### src/rtl/comb_pkg.sv
// Shared constants and FSM state type for the combination Wishbone slave.
package comb_pkg;

  localparam logic [7:0] REG_ID      = 8'h00;
  localparam logic [7:0] REG_WIN_LO  = 8'h01;
  localparam logic [7:0] REG_WIN_HI  = 8'h02;
  localparam logic [7:0] REG_FILTER  = 8'h03;
  localparam logic [7:0] REG_SEL     = 8'h04;
  localparam logic [7:0] REG_CAPTURE = 8'h05;
  localparam logic [7:0] REG_START   = 8'h06;
  localparam logic [7:0] REG_RESET   = 8'h07;
  localparam logic [7:0] REG_LUT     = 8'h08;
  localparam logic [7:0] REG_STATUS  = 8'h09;
  localparam logic [7:0] REG_RESULT  = 8'h0F;

  localparam logic [31:0] COMB_ID  = 32'h636F6D62;
  localparam logic [1:0]  LUT_WR   = 2'b10;
  localparam logic [1:0]  LUT_RD   = 2'b01;
  localparam logic [1:0]  LUT_IDLE = 2'b00;
  localparam logic [1:0]  SEL_HIST = 2'b10;
  localparam logic [1:0]  SEL_FIFO = 2'b01;

  typedef enum logic [1:0] {
    ST_IDLE,
    ST_LUT_WAIT,
    ST_RES_WAIT,
    ST_ACK
  } state_t;

endpackage

### src/rtl/combination_wb_slave_if.sv
// Wishbone classic slave-side signal bundle for the combination register slave.
interface combination_wb_slave_if;
  logic        wb_cyc_i;
  logic        wb_stb_i;
  logic        wb_we_i;
  logic [7:0]  wb_adr_i;
  logic [31:0] wb_dat_i;
  logic [31:0] wb_dat_o;
  logic        wb_ack_o;

  modport master (output wb_cyc_i, wb_stb_i, wb_we_i, wb_adr_i, wb_dat_i,
                  input  wb_dat_o, wb_ack_o);
  modport slave  (input  wb_cyc_i, wb_stb_i, wb_we_i, wb_adr_i, wb_dat_i,
                  output wb_dat_o, wb_ack_o);
endinterface

### src/rtl/combination_wb_slave.sv
// Wishbone register slave driving the combination core: config, LUT port and result pops.
// Optional watchdog on LUT/result waits is enabled with COMB_WB_TIMEOUT_EN.
module combination_wb_slave
  import comb_pkg::*;
#(
  parameter int unsigned CHANNELS       = 16,
  parameter int unsigned TIMEOUT_CYCLES = 4096,
  localparam int unsigned CW            = $clog2(CHANNELS + 1)
) (
  input  logic                  clk,
  input  logic                  rst,
  combination_wb_slave_if.slave wb,
  output logic [63:0]           window,
  output logic [CW-1:0]         filter_min,
  output logic [CW-1:0]         filter_max,
  output logic [1:0]            select_comb_fifo,
  output logic                  capture_enable,
  output logic                  start_reading,
  output logic                  reset_comb,
  input  logic                  reset_comb_done,
  output logic [1:0]            lut_WrRd,
  output logic [13:0]           lut_addr,
  output logic [CHANNELS:0]     lut_dat_i,
  input  logic [CHANNELS:0]     lut_dat_o,
  input  logic                  lut_ack,
  output logic                  ready_i,
  input  logic                  comb_out_vd,
  input  logic [32:0]           comb_count,
  input  logic                  ready_o
);

  state_t      state;
  logic        req_c;
  logic        timeout_sticky;
  logic [31:0] rd_data_c;
  logic [31:0] lut_rd_word_c;
  logic [31:0] result_word_c;
  logic        unused_lut_bits;

  assign req_c         = wb.wb_cyc_i & wb.wb_stb_i;
  assign lut_rd_word_c = {16'h0, lut_dat_o[CHANNELS], 15'(lut_dat_o[CW-2:0])};
  assign result_word_c = comb_count[32] ? 32'hFFFF_FFFF : comb_count[31:0];
  assign unused_lut_bits = ^lut_dat_o[CHANNELS-1:CW-1];

`ifdef COMB_WB_TIMEOUT_EN
  localparam int unsigned TW = $clog2(TIMEOUT_CYCLES + 1);
  logic [TW-1:0] wait_cnt;
`else
  assign timeout_sticky = 1'b0;
`endif

  // Register read mux for single-cycle accesses
  always_comb begin
    rd_data_c = '0;
    case (wb.wb_adr_i)
      REG_ID:      rd_data_c = COMB_ID;
      REG_WIN_LO:  rd_data_c = window[31:0];
      REG_WIN_HI:  rd_data_c = window[63:32];
      REG_FILTER:  rd_data_c = {16'(filter_max), 16'(filter_min)};
      REG_SEL:     rd_data_c = 32'(select_comb_fifo);
      REG_CAPTURE: rd_data_c = 32'(capture_enable);
      REG_START:   rd_data_c = 32'(start_reading);
      REG_RESET:   rd_data_c = 32'(reset_comb);
      REG_STATUS:  rd_data_c = {30'd0, timeout_sticky, ready_o};
      default:     rd_data_c = '0;
    endcase
  end

  always_ff @(posedge clk) begin
    if (rst) begin
      state            <= ST_IDLE;
      wb.wb_ack_o      <= 1'b0;
      wb.wb_dat_o      <= '0;
      window           <= '0;
      filter_min       <= '0;
      filter_max       <= CW'(CHANNELS);
      select_comb_fifo <= SEL_HIST;
      capture_enable   <= 1'b0;
      start_reading    <= 1'b0;
      reset_comb       <= 1'b0;
      lut_WrRd         <= LUT_IDLE;
      lut_addr         <= '0;
      lut_dat_i        <= '0;
      ready_i          <= 1'b0;
`ifdef COMB_WB_TIMEOUT_EN
      timeout_sticky   <= 1'b0;
      wait_cnt         <= '0;
`endif
    end else begin
      if (reset_comb && reset_comb_done) reset_comb <= 1'b0;

      case (state)
        ST_IDLE: if (req_c) begin
          // Default path acks next cycle; LUT/result accesses override below
          state       <= ST_ACK;
          wb.wb_ack_o <= 1'b1;
          wb.wb_dat_o <= rd_data_c;
          if (wb.wb_we_i) begin
            case (wb.wb_adr_i)
              REG_WIN_LO:  window[31:0]     <= wb.wb_dat_i;
              REG_WIN_HI:  window[63:32]    <= wb.wb_dat_i;
              REG_FILTER: begin
                filter_min <= wb.wb_dat_i[CW-1:0];
                filter_max <= wb.wb_dat_i[16 +: CW];
              end
              REG_SEL:     select_comb_fifo <= wb.wb_dat_i[1:0];
              REG_CAPTURE: capture_enable   <= wb.wb_dat_i[0];
              REG_START:   start_reading    <= wb.wb_dat_i[0];
              REG_RESET:   reset_comb       <= wb.wb_dat_i[0];
              REG_LUT: begin
                lut_addr <= wb.wb_dat_i[29:16];
                if (wb.wb_dat_i[31:30] == LUT_WR) begin
                  lut_WrRd              <= LUT_WR;
                  lut_dat_i             <= '0;
                  lut_dat_i[CHANNELS]   <= wb.wb_dat_i[15];
                  lut_dat_i[CW-2:0]     <= wb.wb_dat_i[CW-2:0];
                  state                 <= ST_LUT_WAIT;
                  wb.wb_ack_o           <= 1'b0;
                end
              end
`ifdef COMB_WB_TIMEOUT_EN
              REG_STATUS:  timeout_sticky   <= 1'b0;
`endif
              default: ;
            endcase
          end else begin
            case (wb.wb_adr_i)
              REG_LUT: begin
                lut_WrRd    <= LUT_RD;
                state       <= ST_LUT_WAIT;
                wb.wb_ack_o <= 1'b0;
              end
              REG_RESULT: if (start_reading) begin
                ready_i     <= 1'b1;
                state       <= ST_RES_WAIT;
                wb.wb_ack_o <= 1'b0;
              end
              default: ;
            endcase
          end
        end

        ST_LUT_WAIT: if (lut_ack) begin
          if (lut_WrRd == LUT_RD) wb.wb_dat_o <= lut_rd_word_c;
          lut_WrRd    <= LUT_IDLE;
          wb.wb_ack_o <= 1'b1;
          state       <= ST_ACK;
        end

        ST_RES_WAIT: if (ready_i && comb_out_vd) begin
          wb.wb_dat_o <= result_word_c;
          ready_i     <= 1'b0;
          wb.wb_ack_o <= 1'b1;
          state       <= ST_ACK;
        end

        ST_ACK: begin
          wb.wb_ack_o <= 1'b0;
          state       <= ST_IDLE;
        end

        default: state <= ST_IDLE;
      endcase

`ifdef COMB_WB_TIMEOUT_EN
      // Watchdog: abandon a stalled LUT or result wait with an all-ones ack
      if (state == ST_IDLE) begin
        wait_cnt <= '0;
      end else if ((state == ST_LUT_WAIT && !lut_ack) ||
                   (state == ST_RES_WAIT && !(ready_i && comb_out_vd))) begin
        if (wait_cnt == TW'(TIMEOUT_CYCLES - 1)) begin
          lut_WrRd       <= LUT_IDLE;
          ready_i        <= 1'b0;
          wb.wb_dat_o    <= 32'hFFFF_FFFF;
          wb.wb_ack_o    <= 1'b1;
          timeout_sticky <= 1'b1;
          state          <= ST_ACK;
        end else begin
          wait_cnt <= wait_cnt + TW'(1);
        end
      end
`endif
    end
  end

endmodule

### src/flat_wrapper.sv
// flat-port wrapper written by rule: the top's interface ports become plain ports
module combination_wb_slave_flat import comb_pkg::*;
#(
  parameter int unsigned CHANNELS       = 16,
  parameter int unsigned TIMEOUT_CYCLES = 4096,
  localparam int unsigned CW            = $clog2(CHANNELS + 1)
)
  (clk, rst, window, filter_min, filter_max, select_comb_fifo, capture_enable, start_reading, reset_comb, reset_comb_done, lut_WrRd, lut_addr, lut_dat_i, lut_dat_o, lut_ack, ready_i, comb_out_vd, comb_count, ready_o, wb_wb_cyc_i, wb_wb_stb_i, wb_wb_we_i, wb_wb_adr_i, wb_wb_dat_i, wb_wb_dat_o, wb_wb_ack_o);
  combination_wb_slave_if wb_i ();
  input  logic clk;
  input  logic rst;
  output logic [63:0] window;
  output logic [CW-1:0] filter_min;
  output logic [CW-1:0] filter_max;
  output logic [1:0] select_comb_fifo;
  output logic capture_enable;
  output logic start_reading;
  output logic reset_comb;
  input  logic reset_comb_done;
  output logic [1:0] lut_WrRd;
  output logic [13:0] lut_addr;
  output logic [CHANNELS:0] lut_dat_i;
  input  logic [CHANNELS:0] lut_dat_o;
  input  logic lut_ack;
  output logic ready_i;
  input  logic comb_out_vd;
  input  logic [32:0] comb_count;
  input  logic ready_o;
  input wire logic [$bits(wb_i.wb_cyc_i)-1:0] wb_wb_cyc_i;
  input wire logic [$bits(wb_i.wb_stb_i)-1:0] wb_wb_stb_i;
  input wire logic [$bits(wb_i.wb_we_i)-1:0] wb_wb_we_i;
  input wire logic [$bits(wb_i.wb_adr_i)-1:0] wb_wb_adr_i;
  input wire logic [$bits(wb_i.wb_dat_i)-1:0] wb_wb_dat_i;
  output wire logic [$bits(wb_i.wb_dat_o)-1:0] wb_wb_dat_o;
  output wire logic [$bits(wb_i.wb_ack_o)-1:0] wb_wb_ack_o;
  assign wb_i.wb_cyc_i = wb_wb_cyc_i;
  assign wb_i.wb_stb_i = wb_wb_stb_i;
  assign wb_i.wb_we_i = wb_wb_we_i;
  assign wb_i.wb_adr_i = wb_wb_adr_i;
  assign wb_i.wb_dat_i = wb_wb_dat_i;
  assign wb_wb_dat_o = wb_i.wb_dat_o;
  assign wb_wb_ack_o = wb_i.wb_ack_o;
  combination_wb_slave #(.CHANNELS(CHANNELS), .TIMEOUT_CYCLES(TIMEOUT_CYCLES)) u_core (.clk(clk), .rst(rst), .wb(wb_i), .window(window), .filter_min(filter_min), .filter_max(filter_max), .select_comb_fifo(select_comb_fifo), .capture_enable(capture_enable), .start_reading(start_reading), .reset_comb(reset_comb), .reset_comb_done(reset_comb_done), .lut_WrRd(lut_WrRd), .lut_addr(lut_addr), .lut_dat_i(lut_dat_i), .lut_dat_o(lut_dat_o), .lut_ack(lut_ack), .ready_i(ready_i), .comb_out_vd(comb_out_vd), .comb_count(comb_count), .ready_o(ready_o));
endmodule
### config.mk
export PLATFORM = sky130hd
export DESIGN_NAME = combination_wb_slave_flat
export DESIGN_NICKNAME = d
export VERILOG_FILES = /design/src/rtl/comb_pkg.sv /design/src/rtl/combination_wb_slave_if.sv /design/src/rtl/combination_wb_slave.sv /design/src/flat_wrapper.sv
export SDC_FILE = /design/constraint.sdc
export NUM_CORES = 1
export LEC_CHECK = 0
export ABC_AREA = 0
export CAP_MARGIN = 10
export CORE_UTILIZATION = 44
export DETAILED_ROUTE_END_ITERATION = 16
export PLACE_DENSITY_LB_ADDON = 0.2
export SETUP_SLACK_MARGIN = 0.2
export SLEW_MARGIN = 0
export SYNTH_ARGS = -nofsm -noshare
export SYNTH_HDL_FRONTEND = slang
export SYNTH_SLANG_ARGS = --single-unit
### constraint.sdc
create_clock -name clk -period 3.2 [get_ports clk]
set_clock_uncertainty 0.15 [all_clocks]
set_input_delay 0.64 -clock clk [delete_from_list [all_inputs] [get_ports clk]]
set_output_delay 0.64 -clock clk [all_outputs]
set_load 0.05 [all_outputs]
==> results.json <==
{
  "reg2reg_depth": 8,
  "path_clk_slew_ns": 0.06,
  "cp_top_family": "simple AND/OR/NAND/NOR gates",
  "drive_gt1_frac": 0.07806,
  "drt_iter0_drc": 537,
  "cpPeakStageDelay_ns": 0.58,
  "timing.final.crit_share": 0.8599,
  "drc": 0,
  "stdcell_area_um2": 9178,
  "gp_congestion": 0.8762,
  "hold_violations": 0,
  "clockPowerShare": 0.358,
  "cts-root-buf": "clkbuf_16",
  "antenna_found_initial": 0,
  "pwr_density_cell_nw_per_um2": 597.2,
  "tightest_slew_ns": 0.5872,
  "worst-path-stages": 5,
  "setup.worst_path.class": "in2reg",
  "ys.flop_type": "dfxtp_1",
  "synth_top_area_share": 0.4423,
  "r2r_start": "u_core.state[1]",
  "crit_path_end": "u_core.filter_max[4]",
  "seq_area_frac_synth": 0.4423,
  "relSlewSlack": 0.6073,
  "drt.antenna.violating_nets": 0,
  "initial_core_util": 0.4576,
  "switching_share": 0.3373,
  "end_kind": "flop",
  "hold_start": "u_core.lut_addr[13]",
  "die-area_um2": 14470,
  "cts_buffers": 17,
  "drt_pre_antenna_iters": 5,
  "worstPathMaxFanout": 11,
  "required_ns": 3.36,
  "cts_tree": "built",
  "synth_edf_count": 0,
  "die-height_um": 120.3,
  "num_io_pins": 245,
  "coreArea_um2": 13450,
  "worstSetupStartpoint": "wb_wb_adr_i[5]",
  "hp-class": "reg2reg",
  "reg2reg_slack_ns": 0.79,
  "seq_power_share": 0.345,
  "htreeDepth": 4,
  "fillers": 1147,
  "finalSetupViolations": 0,
  "drv_cap": 0,
  "power.internal_mw": 3.632,
  "cts_buffer_depth": 2,
  "period_minus_slack_ns": 2.752,
  "area_delta_synth_final_pct": 49.09,
  "leakagePower_nw": 3.220,
  "grt_pass1_wl_um": 31480,
  "synth_top_area_cell": "dfxtp_1",
  "syn-instance-count": 793,
  "cts-resized-gates": 0,
  "pwr-share-comb": 0.297,
  "fin_util": 0.6822,
  "cts_hold_buf": 0,
  "fin_setup_tns_ns": 0,
  "vdd_drop_max_v": 0.0003581,
  "reg2reg_to": "u_core.wb.wb_dat_o[25]",
  "cp_slowest_cell": "or4_4",
  "syn_area_um2": 6156,
  "worstSkewPairLatency_ns": 0.42,
  "status": "complete, no violations",
  "routed_wl_um": 20380,
  "setup_ws_ns": 0.4483,
  "rsz0062_at_grt": "false",
  "grt_pass1_vias": 5923,
  "post-cts-setup-buffers": 0,
  "ys_top_cells_by_area": "dfxtp_1, nand2_1, a21oi_1",
  "cp_num_buf_inv": 1,
  "finalNetCount": 1103,
  "ys_seq_elements": 136,
  "syn_area_per_cell_um2": 7.763,
  "row_count": 42,
  "grt_start_max_net_pins": 65,
  "synth.distinct_cells": 52,
  "start_kind": "input pin",
  "vias": 6410,
  "slew_violations": 0,
  "portBuffers": 220,
  "yosysWarnings": 0,
  "die_w_um": 120.3,
  "clock_sinks": 136,
  "grt_use_total": 0.2814,
  "vias_per_cell": 5.396,
  "path_cells": "clkdlybuf4s50_1, or4_4, or3_1, or3_4, a211o_1",
  "net-switching-power_mw": 1.849,
  "cp_data_arrival_time_ns": 2.91,
  "fmax_mhz": 363.4,
  "postPlaceCellArea_um2": 8576,
  "post_drt_wl_per_cell_um": 17.15,
  "hpwl_um": 14410,
  "n_antenna_cell": 0,
  "ys_async_sr_fraction": 0,
  "pre_cts_ws_ns": 0.04141,
  "grt-ovfl-total": 0
}
## worst min-delay path by stage
stage,to,cells past startpoint
global placement,u_core.lut_addr[12],2
CTS,u_core.lut_addr[13],2
floorplan,u_core.state[1],2
finish,u_core.lut_addr[13],2
global route,u_core.lut_addr[7],2
detailed placement,u_core.lut_addr[13],2
## sequential cells by signal, summed over array words and instances (netlist names)
register,flops
u_core.window,64
u_core.wb.wb_dat_o,32
u_core.state,2
u_core.ready_i,1
u_core.lut_addr,14
u_core.select_comb_fifo,2
u_core.filter_max,5
u_core.filter_min,5
u_core.start_reading,1
u_core.lut_dat_i,5
u_core.reset_comb,1
u_core.lut_WrRd,2
u_core.wb.wb_ack_o,1
u_core.capture_enable,1
## power groups by stage
stage | sequential (mW) | combinational (mW) | clock (mW)
after floorplan | 2.31 | 0.708 | 0
after global placement | 1.92 | 1.60 | 0
after detailed placement | 1.93 | 1.62 | 0
after CTS | 1.89 | 1.63 | 1.99
after global routing | 1.90 | 1.75 | 2.06
final | 1.89 | 1.63 | 1.96
## cell families (layout without fill, tap and decap cells)
group	count (synthesis)	count (layout)	share of synthesized area
simple gates	312	312	0.2175
compound gates	211	211	0.2069
flops	136	136	0.4423
buf+inv	97	305	0.07154
mux	31	31	0.05102
fa+ha+maj	5	5	0.01016
other cells	1	12	0.0006092
## Yosys cell counts (2+ instances only)
| cell type | n |
|---|---|
| nand2_1 | 192 |
| dfxtp_1 | 136 |
| a21oi_1 | 96 |
| nor2_1 | 65 |
| o21ai_0 | 49 |
| clkbuf_1 | 48 |
| a311oi_1 | 28 |
| mux2i_1 | 28 |
| inv_1 | 21 |
| nor2b_1 | 18 |
| buf_2 | 13 |
| buf_4 | 12 |
| a22o_1 | 8 |
| nand3_1 | 7 |
| a211oi_1 | 5 |
| ha_1 | 5 |
| nand2b_1 | 5 |
| o211ai_1 | 5 |
| a22oi_1 | 4 |
| mux2_2 | 3 |
| nand4_1 | 3 |
| a2111oi_0 | 2 |
| a211o_1 | 2 |
| a221oi_1 | 2 |
| a31oi_1 | 2 |
| and4b_1 | 2 |
| buf_6 | 2 |
| nand3b_1 | 2 |
| nor3_1 | 2 |
| nor3_2 | 2 |
| nor4_1 | 2 |
| or4_1 | 2 |
## cell usage in the layout (no fill, tap or decap), types with 2 or more instances in the layout
cell type,netlist,final
clkdlybuf4s50_1,0,218
nand2_1,192,192
dfxtp_1,136,136
a21oi_1,96,96
nor2_1,65,65
o21ai_0,49,49
mux2i_1,28,28
a311oi_1,28,28
buf_4,12,28
inv_1,21,21
nor2b_1,18,17
clkbuf_16,0,17
conb_1,1,12
a22o_1,8,8
nand3_1,7,7
a211oi_1,5,5
nand2b_1,5,5
o211ai_1,5,5
ha_1,5,5
buf_12,0,5
a22oi_1,4,4
clkbuf_8,0,4
clkinv_2,0,4
nand4_1,3,3
mux2_2,3,3
clkinv_4,0,3
a211o_1,2,2
a221oi_1,2,2
nand3b_1,2,2
a31oi_1,2,2
nor3_4,0,2
nor3_1,2,2
a2111oi_0,2,2
and4b_1,2,2
or4_1,2,2
clkinvlp_4,0,2
bufinv_16,0,2
## area by class of cell
class	count	area, um2	area share
tap	176	220.2	0.02399
timing repair buffer	252	2497	0.2721
multi-input combinational	571	3057	0.3331
sequential	136	2723	0.2967
clock buffer	21	480.5	0.05235
inverter	21	78.83	0.008589
clock inverter	11	121.4	0.01322
## worst register-to-register path, delay by kind of cell, from the launching register on
kind	cells	cell delay, ns
buffers and inverters	2	0.35
AO/OA/AOI/OAI	2	0.53
adder cells (fa/ha/maj)	1	0.30
AND/OR/NAND/NOR	3	0.61
flip-flops	1	0.39
## layer usage
metal | part of all wire | wire length [um] | vias to the layer above | global-route usage
met3 | 0.092 | 1879 | 31 | 0.07783
li1 | - | - | 3111 | -
met1 | 0.43 | 8798 | 2977 | 0.3692
met5 | 0 | 0 | - | 0
met2 | 0.45 | 9250 | 291 | 0.4382
met4 | 0.022 | 448 | 0 | 0.1080
## through the flow
stage | total power [mW] | hold slack [ns] | instances
floorplan | 3.017 | 0.3636 | 804
global placement | 3.520 | 0.2888 | 1156
detailed placement | 3.545 | 0.2953 | 1156
CTS | 5.506 | 0.3032 | 1188
global route | 5.710 | 0.3195 | 1188
finish | 5.481 | 0.3016 | 1188
(Power assumes the default switching activity.)
